`src/rtl/array_lab_pkg.sv`:
```
// Constants and loader state encoding shared by the array loader and the summing FSM.
// States RB_ADDR/RB_CMP exist only when ARRAY_MEM_LOADER_VERIFY_EN is defined.
package array_lab_pkg;

    localparam int ARRAY_DEPTH    = 8;
    localparam int ARRAY_DATA_W   = 8;
    localparam int ARRAY_ADDR_W   = 5;
    localparam int DEBOUNCE_50MHZ = 500000;

    localparam logic [2:0] ST_IDLE    = 3'd0;
    localparam logic [2:0] ST_PRESS   = 3'd1;
    localparam logic [2:0] ST_WRITE   = 3'd2;
    localparam logic [2:0] ST_RELEASE = 3'd3;
    localparam logic [2:0] ST_FULL    = 3'd4;
`ifdef ARRAY_MEM_LOADER_VERIFY_EN
    localparam logic [2:0] ST_RB_ADDR = 3'd5;
    localparam logic [2:0] ST_RB_CMP  = 3'd6;
`endif

endpackage

```
`src/rtl/btn_debounce.sv`:
```
// Two-flop synchronizer plus stable-level debouncer for a raw push button.
// Emits the debounced level, a "change pending" flag and a one-cycle rise pulse.
module btn_debounce
    import array_lab_pkg::*;
#(
    parameter int CYCLES = DEBOUNCE_50MHZ
) (
    input  logic clk,
    input  logic rst,
    input  logic btn_raw,
    output logic level,
    output logic pending,
    output logic rise
);

    localparam int              CNT_W    = (CYCLES > 1) ? $clog2(CYCLES) : 1;
    localparam logic [CNT_W-1:0] CNT_LAST = CNT_W'(CYCLES - 1);
    localparam logic [CNT_W-1:0] CNT_ONE  = CNT_W'(1);

    logic             sync_reg;
    logic             btn_s_reg;
    logic             level_reg;
    logic             rise_reg;
    logic [CNT_W-1:0] cnt_reg;

    // The counter only runs while the synchronized input disagrees with the
    // debounced level, so any bounce back to the old level restarts it.
    always_ff @(posedge clk or negedge rst) begin
        if (!rst) begin
            sync_reg  <= 1'b0;
            btn_s_reg <= 1'b0;
            level_reg <= 1'b0;
            rise_reg  <= 1'b0;
            cnt_reg   <= '0;
        end else begin
            sync_reg  <= btn_raw;
            btn_s_reg <= sync_reg;
            rise_reg  <= 1'b0;
            if (btn_s_reg == level_reg) begin
                cnt_reg <= '0;
            end else if (cnt_reg == CNT_LAST) begin
                cnt_reg   <= '0;
                level_reg <= btn_s_reg;
                rise_reg  <= btn_s_reg;
            end else begin
                cnt_reg <= cnt_reg + CNT_ONE;
            end
        end
    end

    assign level   = level_reg;
    assign pending = (btn_s_reg != level_reg);
    assign rise    = rise_reg;

endmodule

```
`src/rtl/array_mem_loader.sv`:
```
// Loads DEPTH switch values into array_mem, one per debounced button press.
// Define ARRAY_MEM_LOADER_VERIFY_EN to read back each write and flag mismatches.
module array_mem_loader
    import array_lab_pkg::*;
#(
    parameter int DATA_W          = ARRAY_DATA_W,
    parameter int ADDR_W          = ARRAY_ADDR_W,
    parameter int DEPTH           = ARRAY_DEPTH,
    parameter int DEBOUNCE_CYCLES = DEBOUNCE_50MHZ
) (
    input  logic              clk,
    input  logic              rst,
    input  logic              load_btn,
    input  logic              clear,
    input  logic [DATA_W-1:0] data_in,
    input  logic [DATA_W-1:0] mem_rdata,
    output logic [ADDR_W-1:0] mem_addr,
    output logic [DATA_W-1:0] mem_wdata,
    output logic              mem_wren,
    output logic [ADDR_W-1:0] count,
    output logic              full,
    output logic              wr_pulse,
    output logic              verify_err
);

    localparam logic [ADDR_W-1:0] COUNT_FULL = ADDR_W'(DEPTH);
    localparam logic [ADDR_W-1:0] ADDR_ONE   = ADDR_W'(1);

    logic [2:0]        state_reg;
    logic [2:0]        state_next;
    logic [ADDR_W-1:0] count_reg;
    logic [DATA_W-1:0] wdata_reg;
    logic              btn_level;
    logic              btn_pending;
    logic              btn_rise;
    logic              at_depth;

    btn_debounce #(
        .CYCLES (DEBOUNCE_CYCLES)
    ) u_debounce (
        .clk     (clk),
        .rst     (rst),
        .btn_raw (load_btn),
        .level   (btn_level),
        .pending (btn_pending),
        .rise    (btn_rise)
    );

    assign at_depth = (count_reg == COUNT_FULL);

    always_ff @(posedge clk or negedge rst) begin
        if (!rst) begin
            state_reg <= ST_IDLE;
        end else begin
            state_reg <= state_next;
        end
    end

    always_comb begin
        state_next = state_reg;
        if (clear) begin
            state_next = ST_IDLE;
        end else begin
            case (state_reg)
                ST_IDLE: begin
                    if (btn_rise && !at_depth) begin
                        state_next = ST_WRITE;
                    end else if (btn_pending && !btn_level) begin
                        state_next = ST_PRESS;
                    end
                end
                ST_PRESS: begin
                    if (btn_rise && !at_depth) begin
                        state_next = ST_WRITE;
                    end else if (!btn_pending) begin
                        state_next = ST_IDLE;
                    end
                end
`ifdef ARRAY_MEM_LOADER_VERIFY_EN
                ST_WRITE:   state_next = ST_RB_ADDR;
                ST_RB_ADDR: state_next = ST_RB_CMP;
                ST_RB_CMP:  state_next = ST_RELEASE;
`else
                ST_WRITE:   state_next = ST_RELEASE;
`endif
                // Wait for a debounced release so a held button writes only once.
                ST_RELEASE: begin
                    if (!btn_level) begin
                        state_next = at_depth ? ST_FULL : ST_IDLE;
                    end
                end
                ST_FULL:    state_next = ST_FULL;
                default:    state_next = ST_IDLE;
            endcase
        end
    end

    always_comb begin
        mem_wren  = 1'b0;
        wr_pulse  = 1'b0;
        mem_addr  = count_reg;
        mem_wdata = wdata_reg;
        full      = 1'b0;
        case (state_reg)
            ST_WRITE: begin
                if (!clear) begin
                    mem_wren  = 1'b1;
                    wr_pulse  = 1'b1;
                    mem_wdata = data_in;
                end
            end
`ifdef ARRAY_MEM_LOADER_VERIFY_EN
            ST_RB_ADDR, ST_RB_CMP: mem_addr = count_reg - ADDR_ONE;
`endif
            ST_FULL:  full = 1'b1;
            default:  ;
        endcase
    end

    always_ff @(posedge clk or negedge rst) begin
        if (!rst) begin
            count_reg <= '0;
            wdata_reg <= '0;
        end else if (clear) begin
            count_reg <= '0;
        end else if (state_reg == ST_WRITE && !at_depth) begin
            count_reg <= count_reg + ADDR_ONE;
            wdata_reg <= data_in;
        end
    end

    assign count = count_reg;

`ifdef ARRAY_MEM_LOADER_VERIFY_EN
    logic verify_err_reg;

    // array_mem has one cycle of read latency, so q for the RB_ADDR address
    // is valid during RB_CMP.
    always_ff @(posedge clk or negedge rst) begin
        if (!rst) begin
            verify_err_reg <= 1'b0;
        end else if (clear) begin
            verify_err_reg <= 1'b0;
        end else if (state_reg == ST_RB_CMP && mem_rdata != wdata_reg) begin
            verify_err_reg <= 1'b1;
        end
    end

    assign verify_err = verify_err_reg;
`else
    logic unused_rdata;

    assign unused_rdata = ^mem_rdata;
    assign verify_err   = 1'b0;
`endif

endmodule

```
`config.mk`:
```
export PLATFORM = sky130hd
export DESIGN_NAME = array_mem_loader
export DESIGN_NICKNAME = d
export VERILOG_FILES = /design/src/rtl/array_lab_pkg.sv /design/src/rtl/btn_debounce.sv /design/src/rtl/array_mem_loader.sv
export SDC_FILE = /design/constraint.sdc
export NUM_CORES = 1
export LEC_CHECK = 0
export CAP_MARGIN = 20
export CORE_AREA = 2 2 67 69
export DETAILED_ROUTE_END_ITERATION = 6
export DIE_AREA = 0 0 69 71
export PLACE_DENSITY = 0.73
export SKIP_LAST_GASP = 1
export SLEW_MARGIN = 20
export SYNTH_ARGS = -nofsm -noshare
export SYNTH_HDL_FRONTEND = slang
export SYNTH_SLANG_ARGS = --single-unit
```
`constraint.sdc`:
```
create_clock -name clk -period 2.3 [get_ports clk]
set_input_delay 0.23 -clock clk [delete_from_list [all_inputs] [get_ports clk]]
set_output_delay 0.23 -clock clk [all_outputs]
set_load 0.05 [all_outputs]
```
==> results.sh, run 1 <==
export IMPL_dp_hpwl_um=2610
export IMPL_slew_violations=0
export IMPL_ys_types=38
export IMPL_layout_drive_gt1_share_pct=20.7
export IMPL_cts_clk_slew_worst_paths_ns=0.08
export IMPL_p_per_area_nw_per_um2=593
export IMPL_placed_cell_area_um2=2340
export IMPL_die_area_um2=4900
export IMPL_worst_slew_pin_slew_ns=0.845
export IMPL_cts_hold_buffers=0
export IMPL_rr_startpoint="u_debounce.cnt_reg[0]"
export IMPL_routed_wirelength_um=3690
export IMPL_startpoint_type="flop"
export IMPL_hp_class="primary input to asynchronous set/reset pin"
export IMPL_antenna_found_initial=0
export IMPL_synth_nets=214
export IMPL_synth_compound_area_share_pct=4.07
export IMPL_slowest_stage="clkdlybuf4s50_1"
export IMPL_ir_worst_vdd_mv=0.358
export IMPL_arrival_ns=1.87
export IMPL_vias=1424
export IMPL_setup_viol=0
export IMPL_syn_area_um2=2000
export IMPL_root_buffer="clkbuf_8"
export IMPL_area_growth_pct=23.7
export IMPL_dp_cells=266
export IMPL_worst_setup_path_end_kind="primary output"
export IMPL_fp_row_count=24
export IMPL_cts_setup_buffers=0
export IMPL_drv_cap=0
export IMPL_critPathMaxStageDelay_ns=0.85
export IMPL_stdcell_count=274
export IMPL_gp_congestion=0.773
export IMPL_die_h_um=71
export IMPL_num_antenna_cells=0
export IMPL_postLayoutCellArea_um2=2470
export IMPL_grt_pass1_wl_um=6540
export IMPL_pwr_share_seq_pct=48.2
export IMPL_grt_max_degree=40
export IMPL_path_max_fanout=6
export IMPL_internal_power_mw=1.17
export IMPL_finalClockSkew_ns=0.0112
export IMPL_initial_core_util_pct=47.6
export IMPL_clk_latency_ns=0.29
export IMPL_crit_required_ns=2.07
export IMPL_crit_path_start="state_reg[2]"
export IMPL_yosys_area_share_simple_pct=22.1
export IMPL_drc_errors=0
export IMPL_route_detailed_wl_per_inst_um=13.5
export IMPL_p_comb_share_pct=6.4
export IMPL_grt_usage_pct=16.7
export IMPL_p_sw_share_pct=20.3
export IMPL_ys_ff_latch=39
export IMPL_synthMuxAreaShare_pct=9.57
export IMPL_tns_ns=0
export IMPL_coreArea_um2=4200
export IMPL_clock_fmax_mhz=476
export IMPL_synth_area_per_cell_um2=10.5
export IMPL_synth_fa_ha_area_share_pct=2.50
export IMPL_fin_crit_sh_pct=91.3
export IMPL_pin_count=42
export IMPL_grt_pass1_vias=1415
export IMPL_cts_resized=0
export IMPL_path_class="flop to primary output"
export IMPL_cts_sinks=39
export IMPL_die_x_um=69
export IMPL_htree_levels=2
export IMPL_rsz0062_at_grt="no"
export IMPL_p_leak_nw=1.07
export IMPL_netlist_instances=190
export IMPL_power_clock_fraction_pct=45.4
export IMPL_synth_top_family_by_area="simple AND/OR/NAND/NOR gates"
export IMPL_seq_area_frac_synth_pct=48.8
export IMPL_firstDrtPassIters=4
export IMPL_via_per_inst=5.20
export IMPL_numCtsBuffers=5
export IMPL_slew_headroom_pct=43.7
export IMPL_crit_path_cell_trace="nor3b_1 > clkdlybuf4s50_1"
export IMPL_largest_register_ff_count=19
export IMPL_yosys_warnings=0
export IMPL_drtAntennaViolNets=0
export IMPL_p_sw_mw=0.298
export IMPL_initialDrtViolationCount=81
export IMPL_fin_crit_ns=2.10
export IMPL_cts_tree="done"
export IMPL_synth_xor_area_share_pct=7.45
export IMPL_overflow=0
export IMPL_numPortBuffers=32
export IMPL_hold_viol_final=0
export IMPL_fin_nets=245
export IMPL_cts_buffer_depth=2
export IMPL_outcome="completed"
## cell type report
cell class / count / area, µm²
fill: 360 / 1730
sequential: 39 / 976
multi-input combinational: 131 / 923
timing repair buffer: 36 / 345
clock buffer: 6 / 72.6
tap: 52 / 65.1
clock inverter: 2 / 60.1
inverter: 8 / 30.0
## power by group through the flow
stage	clock network (mW)	logic, mW	registers [mW]
global route	0.716	0.104	0.710
global placement	0	0.0939	0.720
finish	0.666	0.0939	0.707
detailed placement	0	0.0960	0.721
floorplan	0	0.0507	0.718
CTS	0.688	0.0965	0.707
## critical path: cells and delay by family (launching register included)
kind,cells,cell delay [ns]
buffers and inverters,1,0.85
DFF,1,0.46
and+or+nand+nor,1,0.27
## synth_stat cells (all sizes together)
library cell  number  area share, %
dfrtp             39             49
nor2              23            4.3
mux2              17            9.6
nand2             12            2.3
buf               11            3.6
xnor2              9            3.9
inv                8            1.5
xor2               8            3.5
nand3              7            1.8
nand4              7            3.3
a21oi              6            1.5
nor4               5            1.6
ha                 4            2.5
nor3               4            1.0
o21ai              4            1.0
nor4b              3            1.3
or3                3            1.0
a21o               2           0.75
and2               2           0.63
nor3b              2           0.75
or4                2            1.0
a2111oi            1           0.44
and3               1           0.31
and4               1           0.44
and4b              1           0.50
clkbuf             1           0.19
conb               1           0.19
nand2b             1           0.31
nand3b             1           0.38
nand4b             1           0.44
nand4bb            1           0.56
o21a               1           0.38
or2                1           0.31
## metal layers
metal	GRT usage, %	vias up	part of all wire (%)
met3	4.84	6	5.3
met4	6.75	0	1.5
met5	0	-	0
met1	21.5	670	46
li1	-	709	-
met2	26.7	39	47
## through the flow
| stage | util (%) | power [mW] | setup WS, ns | hold slack [ns] |
|---|---|---|---|---|
| after floorplan | - | 0.769 | 0.348 | -0.0656 |
| after global placement | 55.7 | 0.814 | 0.280 | 0.334 |
| after detailed placement | 55.7 | 0.817 | 0.279 | 0.339 |
| after CTS | 58.8 | 1.49 | 0.187 | 0.0720 |
| after global routing | 58.8 | 1.53 | 0.0968 | 0.119 |
| final | 58.8 | 1.47 | 0.201 | 0.0360 |
## cells in the final DEF, fill, tap and decap left out, drive strengths merged, types with 4 or more instances in the layout
cell type      count
a21oi              6
nor3               4
nand3              7
nand4              7
nor4               5
o21ai              4
ha                 4
nor2              23
inv                8
mux2              17
xnor2              9
buf               15
xor2               8
dfrtp             39
clkdlybuf4s50     21
clkbuf             6
nand2             12
## path summary, 6_finish.rpt
path	to	slack, ns	cells past startpoint
min in group clk	u_debounce.btn_s_reg	0.35	0
hold / removal	count[3]	0.04	1
setup / recovery	full	0.20	2
setup reg to reg	u_debounce.cnt_reg[18]	0.30	5
max in group asynchronous	u_debounce.cnt_reg[3]	1.73	1
hold reg to reg	u_debounce.btn_s_reg	0.35	0
## kinds of logic (layout without fill, tap and decap cells)
kind of cell / after synthesis / after routing
and+or+nand+nor: 78 / 78
other: 1 / 1
xor gates and xnor gates: 17 / 17
buffers and inverters: 20 / 52
AOI/OAI and AO/OA: 14 / 14
DFF: 39 / 39
muxes: 17 / 17
adders and majority gates: 4 / 4
Note: power is estimated with default switching activity, not from simulation.
==> run 2, diff against run 1 <==
- CORE_AREA: 2 2 67 69 -> 3 3 68 70
- DIE_AREA: 0 0 69 71 -> 0 0 71 73
==> run 2 against run 1 <==
Compared with the run above:
- non-clock buffer count unchanged
- fmax fell by 0.58%
- utilization is 1.4 points higher
- final area is 1.9% lower
- sequential power about the same
- largest cell class unchanged
- power fell by 14%
- highest routed layer unchanged
==> results.sh, run 2 (synthesized netlist as in run 1, its figures left out) <==
export IMPL_outcome="completed"
export IMPL_grt_max_degree=40
export IMPL_fin_nets=245
export IMPL_dp_hpwl_um=2590
export IMPL_slowest_stage="dfrtp_1"
export IMPL_hp_class="primary input to asynchronous set/reset pin"
export IMPL_p_sw_share_pct=22.8
export IMPL_die_x_um=71
export IMPL_p_per_area_nw_per_um2=519
export IMPL_p_sw_mw=0.287
export IMPL_gp_congestion=0.805
export IMPL_internal_power_mw=0.971
export IMPL_fillCellCount=363
export IMPL_setup_viol=0
export IMPL_crit_family="buffers and inverters"
export IMPL_finalClockSkew_ns=0.00795
export IMPL_slew_violations=0
export IMPL_root_buffer="clkbuf_8"
export IMPL_cts_setup_buffers=0
export IMPL_initial_core_util_pct=49.6
export IMPL_critPathMaxStageDelay_ns=0.44
export IMPL_clock_fmax_mhz=474
export IMPL_utilization_pct=60.2
export IMPL_p_comb_share_pct=7.4
export IMPL_cts_tree="done"
export IMPL_met3_length_um=245
export IMPL_dp_cells=264
export IMPL_placed_cell_area_um2=2340
export IMPL_tns_ns=0
export IMPL_postLayoutCellArea_um2=2420
export IMPL_grt_pass1_vias=1378
export IMPL_final_common_cell="dfrtp_1"
export IMPL_firstDrtPassIters=4
export IMPL_finalPower_mw=1.26
export IMPL_wl_met1_um=1680
export IMPL_cts_clk_slew_worst_paths_ns=0.07
export IMPL_drv_cap=0
export IMPL_fin_crit_sh_pct=91.8
export IMPL_cts_resized=0
export IMPL_path_class="flop to primary output"
export IMPL_die_area_um2=5180
export IMPL_pin_count=42
export IMPL_hold_viol_final=0
export IMPL_routed_wirelength_um=3580
export IMPL_route_detailed_wl_per_inst_um=13.2
export IMPL_largest_register_ff_count=19
export IMPL_crit_required_ns=2.07
export IMPL_arrival_ns=1.88
export IMPL_num_antenna_cells=0
export IMPL_vias=1443
export IMPL_via_per_inst=5.32
export IMPL_path_max_fanout=10
export IMPL_grt_usage_pct=15.3
export IMPL_startpoint_type="flop"
export IMPL_pwr_share_seq_pct=56.3
export IMPL_crit_path_cell_trace="nor4b_2 > buf_4 > mux2_2 > buf_4"
export IMPL_critPathBufInv=2
export IMPL_cts_sinks=39
export IMPL_rsz0062_at_grt="no"
export IMPL_fin_crit_ns=2.11
export IMPL_power_clock_fraction_pct=36.3
export IMPL_highest_layer="met4"
export IMPL_initialDrtViolationCount=68
export IMPL_area_growth_pct=21.3
export IMPL_layout_drive_gt1_share_pct=20.8
export IMPL_stdcell_count=271
export IMPL_crit_top_cell="buf_4"
export IMPL_htree_levels=2
export IMPL_p_leak_nw=1.06
export IMPL_clk_latency_ns=0.29
export IMPL_worst_slew_pin_slew_ns=0.841
export IMPL_ir_worst_vdd_mv=0.397
export IMPL_numCtsBuffers=5
export IMPL_grt_pass1_wl_um=6260
export IMPL_numPortBuffers=32
export IMPL_cts_buffer_depth=2
export IMPL_antenna_found_initial=0
export IMPL_cts_hold_buffers=0
export IMPL_coreArea_um2=4030
export IMPL_worst_setup_path_end_kind="primary output"
export IMPL_fp_row_count=23
export IMPL_overflow=0
export IMPL_drtAntennaViolNets=0
export IMPL_met2_length_um=1620
export IMPL_drc_errors=0
export IMPL_mostFrequentLayoutCells="39 x dfrtp_1, 23 x nor2_1, 21 x clkdlybuf4s50_1"
export IMPL_slew_headroom_pct=43.9
export IMPL_die_h_um=73
-- run 2: cell types whose count changed in the layout (fill, tap and decap cells not counted), sizes merged --
| cell | before | now |
|---|---|---|
| bufinv | 2 | 0 |
| clkinv | 0 | 1 |
-- run 2: layout make-up --
type	instances	area [µm²]	share of cell area, %
flip-flops and latches	39	976	40.2
repair buffers	36	345	14.2
multi-input cells	131	923	38.1
clock inverters	1	5.00	0.206
inverters	8	30.0	1.24
well taps	50	62.6	2.58
clock buffers	6	82.6	3.41
-- run 2: path summary, 6_finish.rpt --
check                                            from                endpoint  cells past startpoint  slack [ns]
worst min register to register    u_debounce.sync_reg    u_debounce.btn_s_reg                      0        0.36
max in group asynchronous                         rst   u_debounce.cnt_reg[3]                      1        1.72
worst max register to register  u_debounce.cnt_reg[0]  u_debounce.cnt_reg[18]                      5        0.29
min in group clk                  u_debounce.sync_reg    u_debounce.btn_s_reg                      0        0.36
worst min-delay path                              rst                count[3]                      1        0.04
worst max-delay path                     state_reg[0]            mem_wdata[7]                      4        0.19
-- run 2: power groups by stage --
| stage | registers, mW | logic [mW] | clock network, mW |
|---|---|---|---|
| detailed placement | 0.721 | 0.0948 | 0 |
| CTS | 0.708 | 0.0955 | 0.470 |
| global placement | 0.720 | 0.0941 | 0 |
| finish | 0.708 | 0.0935 | 0.456 |
| floorplan | 0.718 | 0.0507 | 0 |
| global route | 0.710 | 0.104 | 0.497 |
-- run 2: through the flow --
stage	setup WS [ns]	hold slack, ns
2_1_floorplan	0.348	-0.0656
3_3_place_gp	0.278	0.333
3_5_place_dp	0.224	0.344
4_1_cts	0.157	0.0683
5_1_grt	0.0611	0.102
6_report	0.189	0.0426
-- run 2: layer usage --
| metal | GRT usage (%) | vias up |
|---|---|---|
| li1 | - | 713 |
| met1 | 19.0 | 685 |
| met2 | 25.1 | 41 |
| met3 | 4.68 | 4 |
| met4 | 5.64 | 0 |
| met5 | 0 | - |
==> run 3, diff against run 2 <==
- MAX_ROUTING_LAYER: default -> met4
==> run 3 against run 2 <==
Compared with the run above:
- wire length up 0.22%
- critical path type unchanged
- combinational power about the same
- hold slack about the same
==> results.sh, run 3 (synthesized netlist as in run 1, its figures left out) <==
export IMPL_outcome="completed"
export IMPL_crit_required_ns=2.07
export IMPL_area_growth_pct=21.3
export IMPL_root_buffer="clkbuf_8"
export IMPL_htree_levels=2
export IMPL_antenna_found_initial=0
export IMPL_dp_hpwl_um=2590
export IMPL_numPortBuffers=32
export IMPL_top_usage_layer="met2"
export IMPL_cts_resized=0
export IMPL_path_class="flop to primary output"
export IMPL_ir_worst_vdd_mv=0.397
export IMPL_die_area_um2=5180
export IMPL_hp_class="primary input to asynchronous set/reset pin"
export IMPL_gp_congestion=0.817
export IMPL_largest_register_ff_count=19
export IMPL_crit_top_cell="buf_4"
export IMPL_mostFrequentLayoutCells="39 x dfrtp_1, 23 x nor2_1, 21 x clkdlybuf4s50_1"
export IMPL_arrival_ns=1.88
export IMPL_coreArea_um2=4030
export IMPL_setup_viol=0
export IMPL_startpoint_type="flop"
export IMPL_final_common_cell="dfrtp_1"
export IMPL_critPathBufInv=2
export IMPL_cts_setup_buffers=0
export IMPL_postLayoutCellArea_um2=2420
export IMPL_fp_row_count=23
export IMPL_layout_drive_gt1_share_pct=20.8
export IMPL_critPathMaxStageDelay_ns=0.44
export IMPL_fin_nets=245
export IMPL_fin_crit_ns=2.11
export IMPL_cts_tree="done"
export IMPL_initial_core_util_pct=49.6
export IMPL_p_leak_nw=1.06
export IMPL_slowest_stage="dfrtp_1"
export IMPL_die_h_um=73
export IMPL_pin_count=42
export IMPL_routed_wirelength_um=3590
export IMPL_crit_path_cell_trace="nor4b_2 > buf_4 > mux2_2 > buf_4"
export IMPL_hold_viol_final=0
export IMPL_tns_ns=0
export IMPL_clk_latency_ns=0.29
export IMPL_use_met1_pct=19.0
export IMPL_fin_crit_sh_pct=91.8
export IMPL_cts_hold_buffers=0
export IMPL_via_per_inst=5.33
export IMPL_path_max_fanout=10
export IMPL_initialDrtViolationCount=68
export IMPL_fillCellCount=363
export IMPL_overflow=0
export IMPL_p_per_area_nw_per_um2=519
export IMPL_cts_buffer_depth=2
export IMPL_clock_fmax_mhz=474
export IMPL_grt_pass1_wl_um=6270
export IMPL_grt_pass1_vias=1380
export IMPL_hold_ws_ns=0.0428
export IMPL_drtAntennaViolNets=0
export IMPL_use_met2_pct=25.1
export IMPL_num_antenna_cells=0
export IMPL_worst_slew_pin_slew_ns=0.841
export IMPL_grt_max_degree=40
export IMPL_numCtsBuffers=5
export IMPL_firstDrtPassIters=4
export IMPL_cts_sinks=39
export IMPL_rsz0062_at_grt="no"
export IMPL_slew_violations=0
export IMPL_finalClockSkew_ns=0.00776
export IMPL_drv_cap=0
export IMPL_grt_usage_pct=15.7
export IMPL_cts_clk_slew_worst_paths_ns=0.07
export IMPL_die_x_um=71
export IMPL_placed_cell_area_um2=2340
export IMPL_slew_headroom_pct=43.9
export IMPL_drc_errors=0
export IMPL_vias=1444
export IMPL_route_detailed_wl_per_inst_um=13.2
export IMPL_crit_family="buffers and inverters"
export IMPL_globalRouteMet3Util_pct=4.68
export IMPL_worst_setup_path_end_kind="primary output"
[run 3: cell counts in the layout (fill, tap and decap cells not counted)]
No cell type changed its count.
[run 3: worst paths after layout]
check / from / end / slack [ns] / cells past startpoint
worst max-delay path: state_reg[0] / mem_wdata[7] / 0.19 / 4
max in group asynchronous: rst / u_debounce.cnt_reg[3] / 1.72 / 1
worst max register to register: u_debounce.cnt_reg[0] / u_debounce.cnt_reg[18] / 0.29 / 5
worst min register to register: u_debounce.sync_reg / u_debounce.btn_s_reg / 0.36 / 0
worst min-delay path: rst / count[3] / 0.04 / 1
min in group clk: u_debounce.sync_reg / u_debounce.btn_s_reg / 0.36 / 0
[run 3: stage by stage]
stage | setup WS, ns | util (%) | cells | total power, mW
after floorplan | 0.348 | - | 190 | 0.769
after detailed placement | 0.224 | 58.0 | 264 | 0.816
after global routing | 0.0611 | 60.2 | 271 | 1.31
after global placement | 0.278 | 58.0 | 264 | 0.814
after CTS | 0.157 | 60.2 | 271 | 1.27
final | 0.188 | 60.2 | 271 | 1.26
[run 3: power by group]
part / internal (mW) / switching [mW] / total (mW)
clock: 0.235 / 0.221 / 0.456
sequential: 0.697 / 0.0103 / 0.708
combinational: 0.0383 / 0.0553 / 0.0937
total: 0.971 / 0.287 / 1.26
[run 3: final cells by class]
class                   instances  area (µm²)  area share (%)
well taps                      50        62.6            2.58
inverters                       8        30.0            1.24
clock inverters                 1        5.00           0.206
multi-input cells             131         923            38.1
clock buffers                   6        82.6            3.41
flip-flops and latches         39         976            40.2
repair buffers                 36         345            14.2
[run 3: metal layers]
metal / share of wire, % / vias to the layer above / wire length [µm]
li1: - / 713 / -
met1: 47 / 686 / 1690
met2: 45 / 41 / 1620
met3: 6.8 / 4 / 245
met4: 1.1 / 0 / 40
met5: 0 / - / 0
